$ cat src/rtl/mvm_arbiter.sv
// Round-robin owner of one shared MVM engine: a whole job of IN_WORDS beats in, OUT_WORDS out.
// Data paths are pure combinational forwarding; arbitration costs one IDLE cycle.
module mvm_arbiter #(
    parameter int IN_WORDS  = 12,
    parameter int OUT_WORDS = 3
) (
    input  logic               clk,
    input  logic               reset,
    input  logic               s0_valid,
    output logic               s0_ready,
    input  logic signed [7:0]  s0_data,
    input  logic               s1_valid,
    output logic               s1_ready,
    input  logic signed [7:0]  s1_data,
    output logic               e_s_valid,
    input  logic               e_s_ready,
    output logic [7:0]         e_data_in,
    input  logic               e_m_valid,
    output logic               e_m_ready,
    input  logic signed [15:0] e_data_out,
    input  logic               e_overflow,
    output logic               m0_valid,
    input  logic               m0_ready,
    output logic signed [15:0] m0_data,
    output logic               m0_overflow,
    output logic               m1_valid,
    input  logic               m1_ready,
    output logic signed [15:0] m1_data,
    output logic               m1_overflow,
    output logic [1:0]         grant,
    output logic               busy
);

    typedef enum logic [1:0] {IDLE, FEED, DRAIN} state_t;

    state_t     state;
    logic       owner;
    logic       last_owner;
    logic [3:0] in_cnt;
    logic [1:0] out_cnt;

    logic feed;
    logic drain;
    logic in_fire;
    logic out_fire;
    logic pick;

    assign feed     = (state == FEED);
    assign drain    = (state == DRAIN);
    assign in_fire  = e_s_valid & e_s_ready;
    assign out_fire = e_m_valid & e_m_ready;
    // On a tie the requester that did not own the previous job wins.
    assign pick     = (s0_valid & s1_valid) ? ~last_owner : s1_valid;

    always_ff @(posedge clk) begin
        if (reset) begin
            state      <= IDLE;
            owner      <= 1'b0;
            last_owner <= 1'b1;
            in_cnt     <= '0;
            out_cnt    <= '0;
            grant      <= 2'b00;
        end else begin
            case (state)
                IDLE: begin
                    if (s0_valid | s1_valid) begin
                        owner <= pick;
                        grant <= pick ? 2'b10 : 2'b01;
                        state <= FEED;
                    end
                end
                FEED: begin
                    if (in_fire) begin
                        if (in_cnt == 4'(IN_WORDS - 1)) begin
                            in_cnt <= '0;
                            state  <= DRAIN;
                        end else begin
                            in_cnt <= in_cnt + 4'd1;
                        end
                    end
                end
                DRAIN: begin
                    if (out_fire) begin
                        if (out_cnt == 2'(OUT_WORDS - 1)) begin
                            out_cnt    <= '0;
                            last_owner <= owner;
                            grant      <= 2'b00;
                            state      <= IDLE;
                        end else begin
                            out_cnt <= out_cnt + 2'd1;
                        end
                    end
                end
                default: begin
                    state <= IDLE;
                    grant <= 2'b00;
                end
            endcase
        end
    end

    assign busy = (state != IDLE);

    assign e_s_valid = feed & (owner ? s1_valid : s0_valid);
    assign e_data_in = e_s_valid ? (owner ? s1_data : s0_data) : 8'd0;
    assign s0_ready  = feed & ~owner & e_s_ready;
    assign s1_ready  = feed & owner & e_s_ready;

    assign e_m_ready   = drain & (owner ? m1_ready : m0_ready);
    assign m0_valid    = drain & ~owner & e_m_valid;
    assign m1_valid    = drain & owner & e_m_valid;
    assign m0_data     = m0_valid ? e_data_out : 16'sd0;
    assign m1_data     = m1_valid ? e_data_out : 16'sd0;
    assign m0_overflow = m0_valid & e_overflow;
    assign m1_overflow = m1_valid & e_overflow;

endmodule

$ cat config.mk
export PLATFORM = sky130hd
export DESIGN_NAME = mvm_arbiter
export DESIGN_NICKNAME = d
export VERILOG_FILES = /design/src/rtl/mvm_arbiter.sv
export SDC_FILE = /design/constraint.sdc
export NUM_CORES = 1
export LEC_CHECK = 0
export CAP_MARGIN = 20
export CORE_MARGIN = 1
export CORE_UTILIZATION = 34
export CTS_BUF_LIST = sky130_fd_sc_hd__clkbuf_4
export DETAILED_ROUTE_END_ITERATION = 10
export GPL_TIMING_DRIVEN = 0
export PLACE_DENSITY_LB_ADDON = 0.08
export REMOVE_ABC_BUFFERS = 1
export SETUP_SLACK_MARGIN = 0.2
export SLEW_MARGIN = 20
export SYNTH_ARGS = -nofsm -noshare
export SYNTH_HDL_FRONTEND = slang
export SYNTH_SLANG_ARGS = --single-unit
$ cat constraint.sdc
create_clock -name clk -period 3.7 [get_ports clk]
set_clock_uncertainty 0.15 [all_clocks]
set_input_delay 1.11 -clock clk [delete_from_list [all_inputs] [get_ports clk]]
set_output_delay 1.11 -clock clk [all_outputs]
set_load 0.01 [all_outputs]
### Word level (Yosys, flattened, before mapping)

Cells that the tools add are included.

| operators by class | value |
|---|---|
| add/sub/neg operators | 2 |
| multiply operators | 0 |
| divide/modulo/power cells | 0 |
| $lt $le $gt $ge | 0 |
| eq/ne operators | 9 |
| shift operators | 0 |
| muxes and demuxes | 18 |
| bitwise operators | 19 |
| reductions and logical operators | 8 |

Operators with widths:

| kind | count |
|---|---|
| $mux W16 | 2 |
| $mux W2 | 8 |
| $mux W8 | 2 |
| $and A1 B1 Y1 | 15 |
| $pmux W2 S3 | 2 |
| $ne A2 B1 Y1 const B | 4 |
| $reduce_and A2 Y1 | 3 |
| $reduce_and A5 Y1 | 1 |
| $add A4 B1 Y4 const B | 1 |
| $eq A2 B2 Y1 const B | 2 |
| $eq A4 B4 Y1 const B | 1 |
| $mux W4 | 1 |
| $reduce_and A4 Y1 | 1 |
| $mux W1 | 3 |
| $not A1 Y1 | 3 |
| $reduce_and A3 Y1 | 1 |
| $add A2 B1 Y2 const B | 1 |
| $eq A2 B1 Y1 const B | 1 |
| $logic_not A2 Y1 | 1 |
| $ne A2 B2 Y1 const B | 1 |
| $reduce_bool A2 Y1 | 1 |
| $or A1 B1 Y1 | 1 |

| word-level totals | value |
|---|---|
| register bits | 12 |
| bits in latches | 0 |
| RAM bits | 0 |
| bits in read-only memories | 0 |
| input port bits | 41 |
| output and inout bits | 51 |
| memories | 0 |

### Logic depth before layout (Yosys ltp)

Gate-level depths: netlist of run 1.

| depth | value |
|---|---|
| word-level depth | 5 |
| depth in mapped cells | 6 |
| mapped depth without buffers | 4 |

### Worst setup path after synthesis of run 1

Ideal clock, no wire load.

| timing path | value |
|---|---|
| path kind | input -> output |
| from | input port e_m_valid |
| to | output port m0_data[10] |
| data arrival time | 1.849 ns |
| required time | 2.440 ns |
| path slack | 0.591 ns |
| stages on the path | 4 |
| path through | inv_1 -> nor3_2 -> buf_2 -> and2_1 |

| on the way | value |
|---|---|
| word-level cells in the longest chain between the ends | 2 |

RTL lines:

| element | line | source |
|---|---|---|
| from (decl) | 18 | `input logic e_m_valid,` |
| $and A1 B1 Y1 | 110 | `assign m0_valid = drain & ~owner & e_m_valid;` |
| net m0_valid | 22 | `output logic m0_valid,` |
| $mux W16 | 112 | `assign m0_data = m0_valid ? e_data_out : 16'sd0;` |
| to (decl) | 24 | `output logic signed [15:0] m0_data,` |

The timed path passes the listed nets, and every way through them passes these cells.

### Worst setup path after layout of run 1

| timing path | value |
|---|---|
| from | input port s0_valid |
| to | output port e_data_in[6] |

| on the way | value |
|---|---|
| word-level cells in the longest chain between the ends | 3 |

RTL lines:

| element | line | source |
|---|---|---|
| from (decl) | 9 | `input logic s0_valid,` |
| $mux W1 | 104 | `assign e_s_valid = feed & (owner ? s1_valid : s0_valid);` |
| $and A1 B1 Y1 | 104 |  |
| $mux W8 | 105 | `assign e_data_in = e_s_valid ? (owner ? s1_data : s0_data) : 8'd0;` |
| to (decl) | 17 | `output logic [7:0] e_data_in,` |

Every way passes these cells.

==> results of run 1 <==
==> state kept, by name (all words and copies together) (netlist names) <==
signal      flops
state           2
in_cnt          4
out_cnt         2
grant           2
last_owner      1
owner           1
==> layer usage <==
layer,global-route usage,vias to the layer above,part of all wire
li1,-,690,-
met1,0.243,662,0.35
met2,0.454,88,0.56
met3,0.0438,5,0.082
met4,0.0418,0,0.0072
met5,0,-,0
==> through the flow <==
stage / cell area, µm² / util / setup TNS, ns / power, mW
floorplan: 982 / - / 0 / 0.170
global placement: 1930 / 0.689 / -22.39 / 0.236
detailed placement: 1930 / 0.689 / -24.88 / 0.239
CTS: 2010 / 0.716 / 0 / 0.323
global route: 2140 / 0.761 / 0 / 0.348
finish: 2140 / 0.761 / 0 / 0.330
==> worst register-to-register path: stages (launching register included) <==
cell and delay [ns]:
dfxtp_2 0.69, mux2i_1 0.28, or4_1 0.55, a21oi_1 0.13
==> worst paths after layout <==
kind                  start           end  slack, ns  cells after the start
setup / recovery   s0_valid  e_data_in[6]       0.26                      6
hold reg to reg   in_cnt[3]     in_cnt[2]       0.35                      1
setup reg to reg      owner     in_cnt[0]       1.82                      3
hold / removal    in_cnt[3]     in_cnt[2]       0.35                      1
==> area by class of cell <==
class / instances / share of cell area
repair buffers: 107 / 0.486
multi-input cells: 111 / 0.359
flip-flops and latches: 12 / 0.113
well taps: 31 / 0.0182
inverters: 7 / 0.0123
clock buffers: 3 / 0.0105
clock inverters: 1 / 0.00176
==> synthesized netlist by cell type, types with 2 or more instances <==
cell / count
o41ai_1: 2
dfxtp_1: 12
o21ai_0: 4
a21oi_1: 4
inv_1: 7
o311a_1: 2
nand3b_1: 4
mux2i_1: 11
nand3_1: 5
nand2_1: 3
nor2_1: 15
and2_1: 35
and3b_1: 2
o2111ai_1: 2
nor3_1: 2
o22ai_1: 2
buf_2: 5
o311ai_0: 2
nand2b_1: 3
==> power breakdown <==
group          leakage [nW]  switching [mW]  total, mW  internal, mW
sequential           0.0981         0.00778      0.140         0.133
combinational          1.15          0.0390      0.106        0.0674
clock                0.0154          0.0445     0.0835        0.0390
==> cell families (layout without fill, tap and decap cells) <==
logic type               Yosys count  in the layout  synth area share
flip-flops                        12             12             0.235
AO/OA/AOI/OAI                     21             21             0.147
adder cells (fa/ha/maj)            1              1            0.0122
AND/OR/NAND/NOR                   75             77             0.422
buffers and inverters             14            118            0.0649
multiplexers                      12             12             0.119
==> repair_timing <==
item,4_1_cts,5_1_grt
setup buffers,5,10
cloned,0,3
pin swaps,1,0
setup endpoints to repair,48,36
resized for setup,48,24
==> metrics.txt, run 1 <==
status=finished with violations; failing checks=DRC; core area=2810 µm²; Avg Inst Size Synth=7.57 µm²; Finish-stage setup viols=0; cell area after synthesis=1020 µm²; Post-synth ARST share=0; synthesized flop and latch total=12; Syn Inst Count=135; CTS Sinks=12; unrepaired setup endpoints after global routing=no; post-synth top area share=0.235; initial antenna violation count=0; # Max-Cap Violations=0; GP Congestion=0.670; Largest delay share family, worst path=buffers and inverters; I/O Buffers=91; Seq/Total Area, Yosys=0.235; grt ovf=0; Worst-Skew Late Latency=0.27 ns; fmax=291 MHz; placed cells=250; Site Rows=19; WS Path Type=input port to output port; critical path data arrival time=2.18 ns; Nets=284; hold buffers post-CTS=0; Final Slew Violations=0; CTS Buffer Depth=2; Yosys cell types=32; crit-path cells=buf_2 > mux2_4 > nand3b_1 > buf_2 > nor2_1 > dlygate4sd2_1; PwrDens=155 nW/µm²; Routed Antenna Nets=0; Post-route DRC=16; Max FO, Critical Path=7; Layout Area Growth over Synthesis=109%; prevailing post-synth register cell=dfxtp_1; Die W=56.8 µm; first-pass GRT wire length=5.76 mm; Final Non-Filler Cells=272; multi-input logic area=766 µm²; final setup margin=0.261 ns; DR vias=1445; Initial Utilization=0.364; Post-synth EDFFs=0; clock-pin slew on the worst setup and hold paths=0.07 ns; Leak=1.26 nW; CTS tree=done; Num CTS Buffers=3; Crit path top cell by count=buf_2; Worst Hold Class=flop to flop; CP required=2.44 ns; Yosys top cell by area=dfxtp_1; Startpoint Class=input port; Peak supply drop=283 µV; Die Ht=56.8 µm; Root Driver=clkbuf_4; Place WS=-0.727 ns; vias per cell=5.31; H-tree levels=1; Fin. Hold Viols=0; fillers=208; DP HPWL=2.67 mm; most frequent cells in the layout=clkdlybuf4s50_1, and2_1, dlygate4sd2_1; Tightest Pin Transition=0.565 ns; crit path capture type=output port; GR Util All Layers=0.227; Critical Path Slowest Stage Cell=mux2_4; # IOs=92; Sequential Area=241 µm²; die area=3230 µm²; first-pass iteration count of the detailed router=8; CP bufs+invs=3; relative slew slack=0.624; post-route clock period utilization=0.929; crit-path max cell delay=0.29 ns; share of layout cells above drive strength 1=0.137; Final min period=3.44 ns; Final Hold Slack=0.352 ns; ranking of synthesized cells by area=dfxtp_1, and2_1, mux2i_1; Yosys warning total=0; leading cell type in the layout, fill and taps excluded=clkdlybuf4s50_1; Antenna diodes=0; final wirelength=4.01 mm; via count of the first global-routing pass=1236; DR WL/cell=14.8 µm; largest net degree at the start of global routing=19; drt initial violations=68
Note: power is estimated with default switching activity, not from simulation.
==> run 2, diff against run 1 <==
--- a/config.mk
+++ b/config.mk
@@ -14,6 +14,7 @@
 export PLACE_DENSITY_LB_ADDON = 0.08
 export REMOVE_ABC_BUFFERS = 1
 export SETUP_SLACK_MARGIN = 0.2
+export SKIP_CTS_REPAIR_TIMING = 1
 export SLEW_MARGIN = 20
 export SYNTH_ARGS = -nofsm -noshare
 export SYNTH_HDL_FRONTEND = slang
==> metrics.txt, run 2 (synthesized netlist as in run 1, its figures left out) <==
I/O Buffers=91; Final Non-Filler Cells=258; Site Rows=19; Biggest register=in_cnt; first-pass GRT wire length=5.31 mm; H-tree levels=1; Tightest Pin Transition=0.499 ns; CTS Buffer Depth=2; PwrDens=153 nW/µm²; Num CTS Buffers=3; status=finished with violations; Peak supply drop=265 µV; via count of the first global-routing pass=1196; R2R depth=3; Critical Path Slowest Stage Cell=clkdlybuf4s50_1; number of flip-flops in the largest register=4; WP depth=3; leading cell type in the layout, fill and taps excluded=clkdlybuf4s50_1; GP Congestion=0.670; Nets=270; Layout Area Growth over Synthesis=107%; final wirelength=3.53 mm; Leak=1.47 nW; Die Ht=56.8 µm; DP HPWL=2.67 mm; placed cells=250; unrepaired setup endpoints after global routing=yes; fmax=286 MHz; Post-route DRC=16; WS Path Type=input port to output port; CTS Sinks=12; Startpoint Class=input port; relative slew slack=0.667; vias per cell=5.27; largest net degree at the start of global routing=19; Final Slew Violations=0; CTS tree=done; Max FO, Critical Path=2; grt ovf=0; core area=2810 µm²; Worst Hold Class=flop to flop; critical path data arrival time=2.24 ns; DP Area=1930 µm²; TNS Setup=0 ns; CP bufs+invs=2; cell area after layout=2120 µm²; Crit path top cell by count=clkdlybuf4s50_1; Worst-Skew Late Latency=0.28 ns; clock-pin slew on the worst setup and hold paths=0.07 ns; crit-path max cell delay=0.54 ns; # Max-Cap Violations=0; failing checks=DRC; CP required=2.44 ns; Final Hold Slack=0.349 ns; Die W=56.8 µm; DR WL/cell=13.7 µm; Antenna diodes=0; total power draw=0.324 mW; share of layout cells above drive strength 1=0.0793; crit path capture type=output port; Routed Antenna Nets=0; # IOs=92; Initial Utilization=0.364; Finish-stage setup viols=0; GR Util All Layers=0.208; drt initial violations=56; Largest delay share family, worst path=buffers and inverters; post-route clock period utilization=0.946; die area=3230 µm²; Fin. Hold Viols=0; Final min period=3.50 ns; initial antenna violation count=0; Root Driver=clkbuf_4; crit-path cells=clkdlybuf4s50_1 > and2_1 > clkdlybuf4s50_1; DR vias=1360; first-pass iteration count of the detailed router=7; hold depth=1; most frequent cells in the layout=clkdlybuf4s50_1, dlymetal6s2s_1, and2_1
[run 2: changes by cell type in the layout (fill, tap and decap cells not counted), moves of 3 or more]
cell             change
buf_2                -4
buf_4               -10
clkbuf_2             +3
clkdlybuf4s50_1      +6
dlygate4sd2_1       -28
dlymetal6s2s_1      +23
[run 2: layer usage]
layer	vias up	GRT usage	wire, µm
met5	-	0	0
met2	75	0.413	1930
met3	6	0.0461	310
li1	658	-	-
met4	0	0.0488	40
met1	621	0.218	1260
[run 2: stage by stage]
step / utilization / worst slack, ns
after CTS: 0.698 / -0.730
after detailed placement: 0.689 / -0.727
after global placement: 0.689 / -0.655
after floorplan: - / 0.506
after global routing: 0.754 / 0.172
final: 0.754 / 0.201
[run 2: final timing paths]
check / start / end / slack (ns)
max: e_data_out[14] / m1_data[14] / 0.20
min: in_cnt[3] / in_cnt[2] / 0.35
max reg2reg: owner / in_cnt[0] / 1.87
min reg2reg: in_cnt[3] / in_cnt[2] / 0.35
[run 2: power by group]
| part | total, mW | switching [mW] | internal (mW) |
|---|---|---|---|
| combinational | 0.0991 | 0.0357 | 0.0634 |
| clock | 0.0846 | 0.0454 | 0.0392 |
| sequential | 0.140 | 0.00719 | 0.133 |
| total | 0.324 | 0.0883 | 0.235 |
[run 2: area by class of cell]
type | count | area [µm²]
Timing Repair Buffer | 95 | 1040
Clock buffer | 3 | 22.5
Tap cell | 31 | 38.8
Multi-Input combinational cell | 109 | 744
Inverter | 7 | 26.3
Fill cell | 210 | 689
Sequential cell | 12 | 241
Clock inverter | 1 | 3.75
[run 2: worst reg2reg max path, delay by kind of cell, from the launching register on]
family	cells	cell delay [ns]
AO/OA/AOI/OAI	1	0.14
multiplexers	1	0.26
flip-flops	1	0.65
AND/OR/NAND/NOR	1	0.55
